File: src/rtl/multi_channel_counter.sv
`default_nettype none
// ============================================================================
// multi_channel_counter: NUM_CH prescaled counters with per-channel mode,
// PWM compare and sticky maskable event flags. Rev 1.0
// ============================================================================
module multi_channel_counter #(
   parameter int WIDTH      = 8,
   parameter int NUM_CH     = 4,
   parameter int PRESCALE_W = 4,
   parameter int CW         = $clog2(NUM_CH)
) (
   input  logic                    gated_clk,
   input  logic                    rst_n,
   input  logic [PRESCALE_W-1:0]   prescale,
   input  logic [NUM_CH-1:0]       ch_enable,
   input  logic                    cfg_we,
   input  logic [CW-1:0]           cfg_ch,
   input  logic [1:0]              cfg_mode,
   input  logic [WIDTH-1:0]        cfg_step,
   input  logic [WIDTH-1:0]        cfg_reload,
   input  logic [WIDTH-1:0]        cfg_compare,
   input  logic                    cfg_auto_reload,
   input  logic                    load_we,
   input  logic [WIDTH-1:0]        load_value,
   input  logic [NUM_CH*3-1:0]     irq_mask,
   input  logic [NUM_CH*3-1:0]     irq_clear,
   output logic [NUM_CH*WIDTH-1:0] count_flat,
   output logic [NUM_CH*3-1:0]     flags,
   output logic [NUM_CH-1:0]       dir,
   output logic [NUM_CH-1:0]       done,
   output logic [NUM_CH-1:0]       pwm_out,
   output logic                    irq
);

   localparam logic [1:0] c_mode_up       = 2'b00;
   localparam logic [1:0] c_mode_down     = 2'b01;
   localparam logic [1:0] c_mode_pingpong = 2'b10;

   logic [PRESCALE_W-1:0] pre_cnt_q, pre_cnt_d;
   logic                  w_tick;

   // Equality compare lets a shrunk prescale wrap through the full range once.
   assign w_tick = (pre_cnt_q == prescale);

   always_comb begin
      pre_cnt_d = w_tick ? '0 : pre_cnt_q + 1'b1;
   end

   always_ff @(posedge gated_clk or negedge rst_n) begin
      if (!rst_n) pre_cnt_q <= '0;
      else        pre_cnt_q <= pre_cnt_d;
   end

   for (genvar i = 0; i < NUM_CH; i++) begin : g_ch
      logic [WIDTH-1:0] count_q, count_d, step_q, step_d;
      logic [WIDTH-1:0] reload_q, reload_d, compare_q, compare_d;
      logic [1:0]       mode_q, mode_d;
      logic             auto_reload_q, auto_reload_d;
      logic             dir_q, dir_d, done_q, done_d;
      logic [2:0]       flags_q, flags_d;
      logic [2:0]       w_events;
      logic [WIDTH:0]   w_sum, w_diff;
      logic             w_sel, w_advance;

      assign w_sel     = (cfg_ch == CW'(i));
      assign w_advance = w_tick && ch_enable[i] && !done_q && (step_q != '0);
      // Top bit of w_sum is the carry, top bit of w_diff the borrow.
      assign w_sum     = {1'b0, count_q} + {1'b0, step_q};
      assign w_diff    = {1'b0, count_q} - {1'b0, step_q};

      always_comb begin
         count_d       = count_q;
         step_d        = step_q;
         reload_d      = reload_q;
         compare_d     = compare_q;
         mode_d        = mode_q;
         auto_reload_d = auto_reload_q;
         dir_d         = dir_q;
         done_d        = done_q;
         w_events      = '0;

         if (w_advance) begin
            case (mode_q)
               c_mode_up: begin
                  if (w_sum[WIDTH]) begin
                     w_events[0] = 1'b1;
                     count_d     = auto_reload_q ? reload_q : w_sum[WIDTH-1:0];
                  end else begin
                     count_d = w_sum[WIDTH-1:0];
                  end
               end
               c_mode_down: begin
                  if (w_diff[WIDTH]) begin
                     w_events[1] = 1'b1;
                     count_d     = auto_reload_q ? reload_q : w_diff[WIDTH-1:0];
                  end else begin
                     count_d = w_diff[WIDTH-1:0];
                  end
               end
               c_mode_pingpong: begin
                  if (!dir_q) begin
                     if (w_sum[WIDTH]) begin
                        count_d     = '1;
                        w_events[0] = 1'b1;
                        dir_d       = 1'b1;
                     end else begin
                        count_d = w_sum[WIDTH-1:0];
                     end
                  end else if (w_diff[WIDTH]) begin
                     count_d     = '0;
                     w_events[1] = 1'b1;
                     dir_d       = 1'b0;
                  end else begin
                     count_d = w_diff[WIDTH-1:0];
                  end
               end
               default: begin
                  if (count_q <= step_q) begin
                     count_d     = '0;
                     w_events[1] = 1'b1;
                     done_d      = 1'b1;
                  end else begin
                     count_d = w_diff[WIDTH-1:0];
                  end
               end
            endcase
            if (count_d == compare_q) w_events[2] = 1'b1;
         end

         if (cfg_we && w_sel) begin
            mode_d        = cfg_mode;
            step_d        = cfg_step;
            reload_d      = cfg_reload;
            compare_d     = cfg_compare;
            auto_reload_d = cfg_auto_reload;
            if (cfg_mode != mode_q) begin
               dir_d  = 1'b0;
               done_d = 1'b0;
            end
         end

         // A load overrides any advance on the same edge and suppresses its events.
         if (load_we && w_sel) begin
            count_d  = load_value;
            dir_d    = 1'b0;
            done_d   = 1'b0;
            w_events = '0;
         end

         flags_d = (flags_q & ~irq_clear[3*i +: 3]) | w_events;
      end

      always_ff @(posedge gated_clk or negedge rst_n) begin
         if (!rst_n) begin
            count_q       <= '0;
            step_q        <= WIDTH'(1);
            reload_q      <= '0;
            compare_q     <= '0;
            mode_q        <= c_mode_up;
            auto_reload_q <= 1'b0;
            dir_q         <= 1'b0;
            done_q        <= 1'b0;
            flags_q       <= '0;
         end else begin
            count_q       <= count_d;
            step_q        <= step_d;
            reload_q      <= reload_d;
            compare_q     <= compare_d;
            mode_q        <= mode_d;
            auto_reload_q <= auto_reload_d;
            dir_q         <= dir_d;
            done_q        <= done_d;
            flags_q       <= flags_d;
         end
      end

      assign count_flat[i*WIDTH +: WIDTH] = count_q;
      assign flags[3*i +: 3]              = flags_q;
      assign dir[i]                       = dir_q;
      assign done[i]                      = done_q;
      assign pwm_out[i]                   = (count_q < compare_q);
   end

   assign irq = |(flags & irq_mask);

endmodule
`default_nettype wire

File: config.mk
export PLATFORM = sky130hd
export DESIGN_NAME = multi_channel_counter
export DESIGN_NICKNAME = d
export VERILOG_FILES = /design/src/rtl/multi_channel_counter.sv
export SDC_FILE = /design/constraint.sdc
export NUM_CORES = 1
export LEC_CHECK = 0
export BUFFER_PORTS_ARGS = -buffer_cell sky130_fd_sc_hd__buf_4
export CAP_MARGIN = 20
export CORE_AREA = 2 2 159 161
export CTS_CLUSTER_DIAMETER = 40
export DETAILED_ROUTE_END_ITERATION = 12
export DIE_AREA = 0 0 161 163
export HOLD_SLACK_MARGIN = 0.06
export PLACE_DENSITY = 0.88
export REMOVE_ABC_BUFFERS = 1
export SYNTH_ARGS = -nofsm -noshare
export SYNTH_HDL_FRONTEND = slang
export SYNTH_SLANG_ARGS = --single-unit
File: constraint.sdc
create_clock -name gated_clk -period 6.7 [get_ports gated_clk]
set_input_delay 1.34 -clock gated_clk [delete_from_list [all_inputs] [get_ports gated_clk]]
set_output_delay 1.34 -clock gated_clk [all_outputs]
set_load 0.03 [all_outputs]
* After elaboration in Yosys (flattened, before gate mapping)
Cells that the tools add are included.
W data, S select, Z words.
** Cells by class
- Equality and inequality tests :: 20
- Bitwise logic cells :: 13
- $add $sub $neg :: 9
- Muxes and demuxes :: 141
- Reduce and logical (&&, ||, !) cells :: 42
- Magnitude comparators :: 8
** Operators with widths (number)
- $mux W8 :: 44
- $pmux W8 S3 :: 4
- $mux W1 :: 76
- $add A8 B8 Y9 :: 4
- $sub A8 B8 Y9 :: 4
- $eq A8 B8 Y1 :: 4
- $le A8 B8 Y1 :: 4
- $lt A8 B8 Y1 :: 4
- $reduce_bool A8 Y1 :: 4
- $mux W3 :: 8
- $logic_and A1 B1 Y1 :: 20
- $and A12 B12 Y12 :: 1
- $and A3 B3 Y3 :: 4
- $eq A2 B2 Y1 const B :: 6
- $not A3 Y3 :: 4
- $or A3 B3 Y3 :: 4
- $pmux W1 S3 :: 4
- $reduce_or A12 Y1 :: 1
- $reduce_or A3 Y1 :: 4
- $eq A2 B1 Y1 const B :: 5
- $logic_not A2 Y1 :: 5
- $ne A2 B2 Y1 :: 4
- $pmux W1 S2 :: 4
- $reduce_bool A2 Y1 :: 4
- other kinds (4) :: 7
** Word-level totals
- Output and inout bits :: 57
- Input bits :: 73
- Flip-flop bits (word level) :: 164
- Logic and storage cells :: 270

* Logic depth before layout (Yosys ltp)
Gate-level depths: netlist of the first run.
- Depth in word-level cells :: 10
- Gate-level depth with buffers :: 14
- Mapped depth without buffers :: 13

* Worst setup path after synthesis of the first run
OpenSTA, ideal clock, no wires.
- Path type :: flip-flop to output port
- Start point :: register g_ch[3].count_q[1]
- End point :: output port pwm_out[3]
- Required time :: 5.360 ns
- Path buffers :: 0
- Slack :: 3.076 ns
- Stages on the path, launching flop included :: 10
- Arrival time :: 2.284 ns
- Path through :: dfrtp_1 ha_1 a21o_1 a21o_1 a21o_1 a21oi_1 nor2b_1 o21ai_0 nand2b_1 a21oi_1
** On the way
- Longest elaborated chain between the ends :: 1
** RTL lines
- start: declaration :: line 55 : logic [WIDTH-1:0] count_q, count_d, step_q, step_d;
- start signal: assignment :: line 165 : count_q <= count_d;
- $lt A8 B8 Y1 :: line 181 : assign pwm_out[i] = (count_q < compare_q);
- end: declaration :: line 31 : output logic [NUM_CH-1:0] pwm_out,
Every way passes these cells.

* Final worst setup path of the first run
- Start point :: input port prescale[3]
- End point :: register g_ch[2].flags_q[2]
** On the way
- Longest elaborated chain between the ends :: 7
** RTL lines
- start: declaration :: line 14 : input logic [PRESCALE_W-1:0] prescale,
- $eq A4 B4 Y1 :: line 43 : assign w_tick = (pre_cnt_q == prescale);
- $logic_and A1 B1 Y1 (3 in series) :: line 66 : assign w_advance = w_tick && ch_enable[i] && !done_q && (step_q != '0);
- $mux W3 :: line 82 : if (w_advance) begin
- $mux W3 :: line 143 : if (load_we && w_sel) begin
- $or A3 B3 Y3 :: line 150 : flags_d = (flags_q & ~irq_clear[3*i +: 3]) | w_events;
- named net g_ch[2].flags_d[2] :: line 60 : logic [2:0] flags_q, flags_d;
- end signal: assignment :: line 173 : flags_q <= flags_d;
- end: declaration :: line 60
The timed path passes the listed nets, and every way through them passes these cells.
A chain may end at the register's enable or synchronous reset.

==> results by group, run 1 <==
Worst setup path
  – Crit. Startpoint: prescale[3]
  – R2r startpoint: g_ch[2].step_q[0]$_DFFE_PN1P_
  – Critical Path Source Type: input port
  – Worst Path Required: 7040 ps
  – Critical path class: in -> reg
  – Worst r2r dst: g_ch[2].flags_q[2]$_DFF_PN0_
  – Crit path capture: g_ch[2].flags_q[2]$_DFF_PN0_
  – Worst reg2reg path depth: 12
  – Reg2reg setup slack: 2630 ps
  – CP max FO: 17
  – Critical Path Sink Type: register
  – Worst Path Arrival: 4780 ps

Final layout
  – Layout cells sized above 1: 17.5%
  – Area Overhead vs Synth: 11.8%
  – Nets: 1938
  – FF+latch area: 0.00411 mm^2
  – Filler cell count: 2088
  – Multi-input logic area: 0.00959 mm^2

Floorplan
  – Core Footprint: 0.0247 mm^2
  – Starting Density: 58.8%
  – Top Ports: 130
  – Chip width: 161 um
  – Die extent in y: 163 um
  – DIE AREA: 0.0262 mm^2
  – Std-Cell Rows: 58

Global routing
  – GRT overflow: 0
  – First-pass GRT wire length: 76.2 mm
  – Largest net degree at the start of global routing: 115
  – Vias in the first global route: 13200
  – Total Routing Usage GR: 37.7%
  – Antenna violations before repair: 3

Power and ir drop
  – Leakage: 7.09 nW
  – Power per standard cell area: 503 mW/mm^2
  – VDD IR max: 0.309 mV

Clock tree
  – Clk Latency, worst-skew pair: 440 ps
  – Root Driver: clkbuf_16
  – CTS resizes: 0
  – Setup bufs post-CTS: 0
  – Worst-path clk slew: 70 ps
  – # clock sinks: 164
  – CTS tree: built
  – Max Root-Sink Buffers: 2
  – Count of hold-fix buffers inserted at cts: 0
  – Total CTS buffers: 17
  – CTS H-tree depth: 4

Hold path
  – HP Start: g_ch[2].compare_q[7]$_DFFE_PN0P_
  – Hold Crit Class: reg -> reg

STA
  – Slew margin rel.: 23.0%
  – Max Transition Viols Final: 0
  – Tcrit/Tclk final: 66.3%
  – Fin crit period: 4440 ps
  – Hold WS: 509 ps
  – TNS Setup: 0 ps
  – RSZ-0062 raised after global routing: false
  – Endpoints failing hold: 0
  – Clk_skew: 9.03 ps
  – Final setup fails: 0
  – Worst-Margin Slew: 1140 ps
  – FMAX: 225 MHz

Synth
  – Dominant synthesized flop cell: dfrtp_1
  – Number of synthesized flops with an enable pin: 0
  – Sequential share of the synthesized area: 28.3%
  – FF+latch count, synth: 164
  – Ys Warns: 0
  – Avg Inst Size Synth: 8.55 um^2
  – Netlist cell types: 91
  – Ranking of synthesized cells by area: dfrtp_1, ha_1, mux2_2
  – Most frequent cell after synthesis: dfrtp_1
  – Top cell type by total area after synthesis: dfrtp_1
  – Synth top area share: 27.6%
  – Gate Count Post-Synth: 1696
  – FFs w/ async S/R, synth: 100%
  – Mapped cell area: 0.0145 mm^2
  – Most frequent cells after synthesis: dfrtp_1, nor2_1, o21ai_0

Route
  – Detailed Routing Iterations Pass 1: 6
  – 1st-iter DRT viols: 1668
  – Vias per cell: 6.68
  – Total number of vias: 14100
  – Drt total wl: 49.9 mm
  – Drt drc: 0
  – Post-route ant nets: 0
  – Routed len/inst: 23.7 um

Run
  – Maxcap violations: 0

Placement
  – Post-DP HPWL: 37.9 mm
  – I/O Buffers: 129
  – RD Place Congestion: 0.986

Run status
  – Status: completed
## layout make-up
class,instances,share of cell area [%]
well taps,330,2.55
repair buffers,138,6.54
clock buffers,17,2.62
multi-input cells,1327,59.2
diodes,2,0.0309
inverters,112,2.59
clock inverters,15,1.16
flip-flops and latches,164,25.4
## cell usage in the layout, fill, tap and decap left out, types with 21 or more instances in the layout
master | Yosys | final
nor3_1 | 44 | 44
xnor2_1 | 40 | 40
a21o_1 | 37 | 37
inv_1 | 111 | 111
ha_1 | 97 | 97
o21ai_0 | 119 | 119
nor2_1 | 120 | 120
mux2_2 | 98 | 98
nand2b_1 | 39 | 39
a21oi_1 | 115 | 115
buf_4 | 8 | 136
nor2b_1 | 37 | 37
o211ai_1 | 27 | 27
xor2_1 | 21 | 21
nand3_1 | 26 | 26
dfrtp_1 | 160 | 160
a211oi_1 | 27 | 27
mux2i_1 | 30 | 30
nand2_1 | 102 | 102
## power by group
part,internal [mW],total [mW],switching (mW)
Sequential,1.23,1.69,0.460
Combinational,2.12,5.46,3.34
Clock,0.567,1.01,0.445
## critical path, stage by stage
cell	delay, ps
buf_4	110
xor2_1	180
nor4_4	790
nand4b_1	820
nand2b_1	440
a221o_1	310
a2111oi_0	430
nand4_1	150
o31ai_1	200
## per-stage QoR
| step | setup slack [ps] | total power, mW | util [%] | instance area (um^2) | std cells |
|---|---|---|---|---|---|
| after global placement | 2100 | 6.90 | 63.1 | 15600 | 2070 |
| after detailed placement | 1910 | 6.98 | 63.1 | 15600 | 2070 |
| after CTS | 2330 | 8.03 | 65.6 | 16200 | 2102 |
| after floorplan | 2400 | 5.38 | - | 14100 | 1603 |
| final | 2260 | 8.16 | 65.7 | 16200 | 2105 |
| after global routing | 1930 | 8.68 | 65.7 | 16200 | 2103 |
## cells by family after synthesis
kind of cell	after synthesis	synth area share, %
simple gates	495	17.6
buf+inv	205	5.61
mux	129	9.84
compound gates	537	25.5
flops	164	28.3
fa+ha+maj	105	9.47
xor+xnor	61	3.68
## worst min path at each step
stage / cells past startpoint / to / slack, ps
detailed placement: 1 / g_ch[1].compare_q[2]$_DFFE_PN0P_ / 500
finish: 1 / g_ch[2].compare_q[7]$_DFFE_PN0P_ / 510
CTS: 1 / g_ch[2].compare_q[7]$_DFFE_PN0P_ / 510
floorplan: 1 / pre_cnt_q[0]$_DFF_PN0_ / 470
global route: 1 / g_ch[2].compare_q[7]$_DFFE_PN0P_ / 520
global placement: 1 / g_ch[2].compare_q[4]$_DFFE_PN0P_ / 490
## per-layer routing
metal | vias to the layer above | global-route usage [%] | wire [um]
li1 | 6369 | - | -
met1 | 6807 | 50.0 | 20200
met2 | 722 | 58.9 | 22300
met3 | 165 | 7.51 | 4520
met4 | 2 | 19.2 | 2930
met5 | - | 0 | 15
## registers in the layout (all words and copies together) (netlist names)
| register | count |
|---|---|
| g_ch.flags_q | 12 |
| pre_cnt_q | 4 |
| g_ch.step_q | 32 |
| g_ch.dir_q | 4 |
| g_ch.compare_q | 32 |
| g_ch.count_q | 32 |
| g_ch.auto_reload_q | 4 |
| g_ch.mode_q | 8 |
| g_ch.reload_q | 32 |
| g_ch.done_q | 4 |
Note: power is estimated with default switching activity, not from simulation.
==> inputs of run 2 (changes only) <==
- clock period: 6.7 -> 4.55 ns (I/O delays scaled with it)
==> results by group, run 2 (same netlist as run 1, synthesis figures left out) <==
Run status
  – Status: completed

Power and ir drop
  – VDD IR max: 0.385 mV
  – Power per standard cell area: 744 mW/mm^2
  – Overall power: 12.1 mW
  – Leakage: 7.13 nW

Worst setup path
  – Worst Path Arrival: 4240 ps
  – Critical Path Source Type: register
  – Worst Path Required: 4890 ps
  – CP max FO: 7
  – Critical Path Sink Type: register
  – Critical path class: reg -> reg

Global routing
  – First-pass GRT wire length: 76.1 mm
  – Vias in the first global route: 13500
  – Largest net degree at the start of global routing: 105
  – GRT overflow: 0
  – Total Routing Usage GR: 37.5%
  – Antenna violations before repair: 2

Clock tree
  – Clk Latency, worst-skew pair: 430 ps
  – Worst-path clk slew: 70 ps
  – Setup bufs post-CTS: 0
  – CTS H-tree depth: 4
  – Count of hold-fix buffers inserted at cts: 0
  – Max Root-Sink Buffers: 2
  – CTS tree: built
  – # clock sinks: 164
  – CTS resizes: 0
  – Root Driver: clkbuf_16
  – Total CTS buffers: 17

Floorplan
  – Chip width: 161 um
  – Std-Cell Rows: 58
  – Core Footprint: 0.0247 mm^2
  – Die extent in y: 163 um
  – DIE AREA: 0.0262 mm^2
  – Starting Density: 58.8%
  – Top Ports: 130

Route
  – Post-route ant nets: 0
  – Routed len/inst: 23.5 um
  – Drt drc: 0
  – Detailed Routing Iterations Pass 1: 7
  – Total number of vias: 14400
  – Vias per cell: 6.82
  – Drt total wl: 49.6 mm
  – 1st-iter DRT viols: 1796

STA
  – Max Transition Viols Final: 0
  – RSZ-0062 raised after global routing: false
  – Endpoints failing hold: 0
  – Tcrit/Tclk final: 85.9%
  – TNS Setup: 0 ps
  – Worst-Margin Slew: 1030 ps
  – Slew margin rel.: 31.1%
  – Final setup fails: 0
  – Final worst slack: 644 ps
  – Fin crit period: 3910 ps
  – Clk_skew: 9.65 ps
  – FMAX: 256 MHz

Final layout
  – Commonest non-fill, non-tap cell in the layout: dfrtp_1
  – Post-Layout Cell Count: 2111
  – # diodes: 0
  – Area Overhead vs Synth: 12.2%
  – Layout cells sized above 1: 17.9%
  – Nets: 1947
  – Most frequent cells in the layout: dfrtp_1, buf_4, nor2_1

Run
  – Maxcap violations: 0

Hold path
  – Hold Crit Class: reg -> reg

Placement
  – Post-DP HPWL: 37.9 mm
  – Dpl ws: 773 ps
  – I/O Buffers: 129
  – RD Place Congestion: 0.967
  – Inst Count DP: 2080
[run 2: cell types whose count changed in the layout (fill, tap and decap cells not counted), sizes merged]
cell / change
buf: +9
clkinvlp: +2
diode: -2
clkinv: -2
bufinv: +2
inv: -4
clkbuf: +1
[run 2: path summary, 6_finish.rpt]
| kind | slack, ps | endpoint | start | cells after the start |
|---|---|---|---|---|
| worst max-delay path | 640 | g_ch[2].flags_q[2]$_DFF_PN0_ | g_ch[2].step_q[0]$_DFFE_PN1P_ | 12 |
| worst min-delay path | 510 | g_ch[3].compare_q[2]$_DFFE_PN0P_ | g_ch[3].compare_q[2]$_DFFE_PN0P_ | 1 |
| worst max register to register | 640 | g_ch[2].flags_q[2]$_DFF_PN0_ | g_ch[2].step_q[0]$_DFFE_PN1P_ | 12 |
| worst min register to register | 510 | g_ch[3].compare_q[2]$_DFFE_PN0P_ | g_ch[3].compare_q[2]$_DFFE_PN0P_ | 1 |
| max in group asynchronous | 2940 | g_ch[2].step_q[0]$_DFFE_PN1P_ | rst_n | 2 |
| min in group asynchronous | 550 | g_ch[2].step_q[5]$_DFFE_PN0P_ | rst_n | 1 |
[run 2: critical path: stages (launching register included)]
cell and delay, ps:
dfstp_2 620, ha_1 170, inv_1 40, fa_1 420
nand3_1 180, a21oi_1 230, o31ai_1 710, o31ai_1 190
a211oi_1 450, xnor2_1 120, a2111oi_0 350, nand4_1 140
o31ai_1 190
[run 2: per-layer routing]
layer  up-vias  routed length (um)  part of all wire, %  global-route usage [%]
met4         6                2730                  5.5                    19.9
met2       904               22300                   45                    58.2
li1       6400                   -                    -                       -
met1      6898               19300                   39                    48.3
met5         -                  42                0.085                       0
met3       181                5250                   11                    9.40
[run 2: power breakdown]
| group | leakage (nW) | internal [mW] | total [mW] | switching [mW] |
|---|---|---|---|---|
| sequential | 1.99 | 1.81 | 2.46 | 0.646 |
| clock | 0.302 | 0.942 | 1.59 | 0.648 |
| combinational | 4.84 | 3.15 | 8.07 | 4.91 |
| total | 7.13 | 5.90 | 12.1 | 6.21 |
[run 2: metrics by stage]
step / cell area, um^2 / util [%] / hold slack (ps)
floorplan: 14100 / - / 472
global placement: 15600 / 63.4 / 490
detailed placement: 15600 / 63.4 / 494
CTS: 16300 / 66.0 / 509
global route: 16300 / 66.0 / 538
finish: 16300 / 66.0 / 509
[run 2: cell type report]
cell class | instances | area [um^2]
inverter | 112 | 420
clock inverter | 13 | 198
sequential | 164 | 4110
multi-input combinational | 1327 | 9590
fill | 2019 | 8400
clock buffer | 18 | 439
tap | 330 | 413
timing repair buffer | 147 | 1110
==> inputs of run 3 (changes only) <==
- CAP_MARGIN: 20 -> 15
- CORE_AREA: 2 2 159 161 -> 2 2 164 166
- DIE_AREA: 0 0 161 163 -> 0 0 166 168
- PLACE_DENSITY: 0.88 -> 0.87
- clock period: 4.55 -> 3.4 ns (I/O delays scaled with it)
==> results by group, run 3 (same netlist as run 1, synthesis figures left out) <==
STA
  – Hold WS: 199 ps
  – Worst-Margin Slew: 748 ps
  – Endpoints failing hold: 0
  – FMAX: 301 MHz
  – Fin crit period: 3320 ps
  – Final setup fails: 0
  – Tcrit/Tclk final: 97.6%
  – Slew margin rel.: 49.6%
  – Max Transition Viols Final: 0
  – Clk_skew: 11.2 ps

Hold path
  – Hold Crit Class: in -> async

Worst setup path
  – Critical path class: reg -> reg
  – Delay of the slowest critical-path stage: 550 ps
  – Critical Path Source Type: register
  – Slowest cell on crit path: dfstp_2
  – Critical Path Sink Type: register
  – Worst Path Arrival: 3670 ps
  – CP max FO: 3
  – Cells along the critical path: ha_2 -> fa_2 -> nand2b_4 -> a2111oi_4 -> buf_4 -> o211ai_4 -> mux2i_1 -> mux4_2 -> xnor2_1 -> o311ai_1 -> or3_1 -> o32ai_2
  – Worst Path Required: 3750 ps

Global routing
  – GR Layer Usage met3: 6.72%
  – First-pass GRT wire length: 81.2 mm
  – GR Util met1: 49.0%
  – Vias in the first global route: 14100
  – GRT overflow: 0
  – Total Routing Usage GR: 37.5%
  – Antenna violations before repair: 1
  – Met2 Use GR: 59.9%
  – Global routing's busiest layer: met2
  – Largest net degree at the start of global routing: 64

Final layout
  – Nets: 2098
  – Layout cells sized above 1: 27.8%
  – Post-Layout Cell Count: 2274
  – Filler cell count: 2116
  – # diodes: 0
  – Commonest non-fill, non-tap cell in the layout: buf_4
  – Most frequent cells in the layout: buf_4, dfrtp_1, nor2_1
  – Area Overhead vs Synth: 23.3%

Route
  – Drt drc: 0
  – Routed len/inst: 23.7 um
  – Drt total wl: 54.0 mm
  – Post-route ant nets: 0
  – Detailed Routing Iterations Pass 1: 6
  – 1st-iter DRT viols: 1606
  – Total number of vias: 14800
  – Vias per cell: 6.52

Clock tree
  – Total CTS buffers: 17
  – Clk Latency, worst-skew pair: 440 ps
  – Count of hold-fix buffers inserted at cts: 0
  – # clock sinks: 164
  – Worst-path clk slew: 80 ps
  – CTS tree: built
  – CTS H-tree depth: 4
  – Root Driver: clkbuf_16
  – Max Root-Sink Buffers: 2

Power and ir drop
  – Leakage: 7.97 nW
  – Power per standard cell area: 1040 mW/mm^2
  – VDD IR max: 0.518 mV

Run
  – Maxcap violations: 0

Floorplan
  – Chip width: 166 um
  – Die extent in y: 168 um
  – Top Ports: 130
  – Std-Cell Rows: 60
  – Starting Density: 55.0%
  – Core Footprint: 0.0264 mm^2
  – DIE AREA: 0.0279 mm^2

Placement
  – I/O Buffers: 129
  – RD Place Congestion: 1.02
  – Inst Count DP: 2221
  – Post-DP HPWL: 41.2 mm

Run status
  – Status: completed
## run 3: cell types whose count changed in the layout (fill, tap and decap cells not counted), moves of 5 or more
cell / change
ha_2: +10
a21oi_2: +7
a2111oi_0: -5
fa_1: -5
ha_1: -11
dfrtp_1: -7
a21oi_1: -7
a211oi_1: -5
buf_4: +142
dfrtp_2: +7
fa_2: +5
buf_12: +5
## run 3: per-layer routing
metal	share of wire [%]	vias up
met5	0	-
met4	5.7	0
met3	9.5	166
met2	46	809
met1	39	7150
li1	-	6698
## run 3: critical path, delay by kind of cell (launching register included)
kind | cells | cell delay, ps
multiplexers | 2 | 650
AND/OR/NAND/NOR | 2 | 410
XOR/XNOR | 1 | 160
adder cells (fa/ha/maj) | 2 | 430
buffers and inverters | 1 | 200
flip-flops | 1 | 550
AO/OA/AOI/OAI | 4 | 850
## run 3: cell type report
type | count | area [um^2] | share of cell area [%]
Multi-Input combinational cell | 1327 | 9930 | 55.5
Sequential cell | 164 | 4120 | 23.0
Timing Repair Buffer | 298 | 2310 | 12.9
Clock buffer | 18 | 439 | 2.46
Tap cell | 341 | 427 | 2.39
Inverter | 112 | 420 | 2.35
Clock inverter | 14 | 238 | 1.33
## run 3: metrics by stage
stage | setup TNS (ps) | cell area, um^2 | total power [mW] | util (%) | setup slack [ps]
global placement | 0 | 16700 | 14.9 | 63.3 | 1.24
detailed placement | -132 | 16700 | 15.1 | 63.3 | -66.9
finish | 0 | 17900 | 18.5 | 67.9 | 82.6
floorplan | -4170 | 14100 | 10.6 | - | -242
CTS | 0 | 17400 | 17.5 | 66.1 | 0.567
global route | -101 | 17900 | 19.6 | 67.9 | -68.2
## run 3: report_power, final
group	switching (mW)	internal, mW
clock network	0.937	1.35
registers	0.654	2.43
logic	7.51	5.66
## run 3: final timing paths
check	depth (start not counted)	slack [ps]	startpoint	end
worst max-delay path	12	80	g_ch[0].step_q[0]$_DFFE_PN1P_	g_ch[0].flags_q[2]$_DFF_PN0_
worst min-delay path	1	200	rst_n	g_ch[1].step_q[5]$_DFFE_PN0P_
worst max register to register	12	80	g_ch[0].step_q[0]$_DFFE_PN1P_	g_ch[0].flags_q[2]$_DFF_PN0_
worst min register to register	1	510	pre_cnt_q[0]$_DFF_PN0_	pre_cnt_q[0]$_DFF_PN0_
max in group asynchronous	2	2380	rst_n	g_ch[2].step_q[0]$_DFFE_PN1P_
min in group gated_clk	2	410	irq_clear[1]	g_ch[0].flags_q[1]$_DFF_PN0_
## run 3: timing repair
item	4_1_cts	5_1_grt
buffers inserted	2	18
cloned	0	1
gates resized for setup	9	81
pin swaps	0	21
setup endpoints to repair	6	10
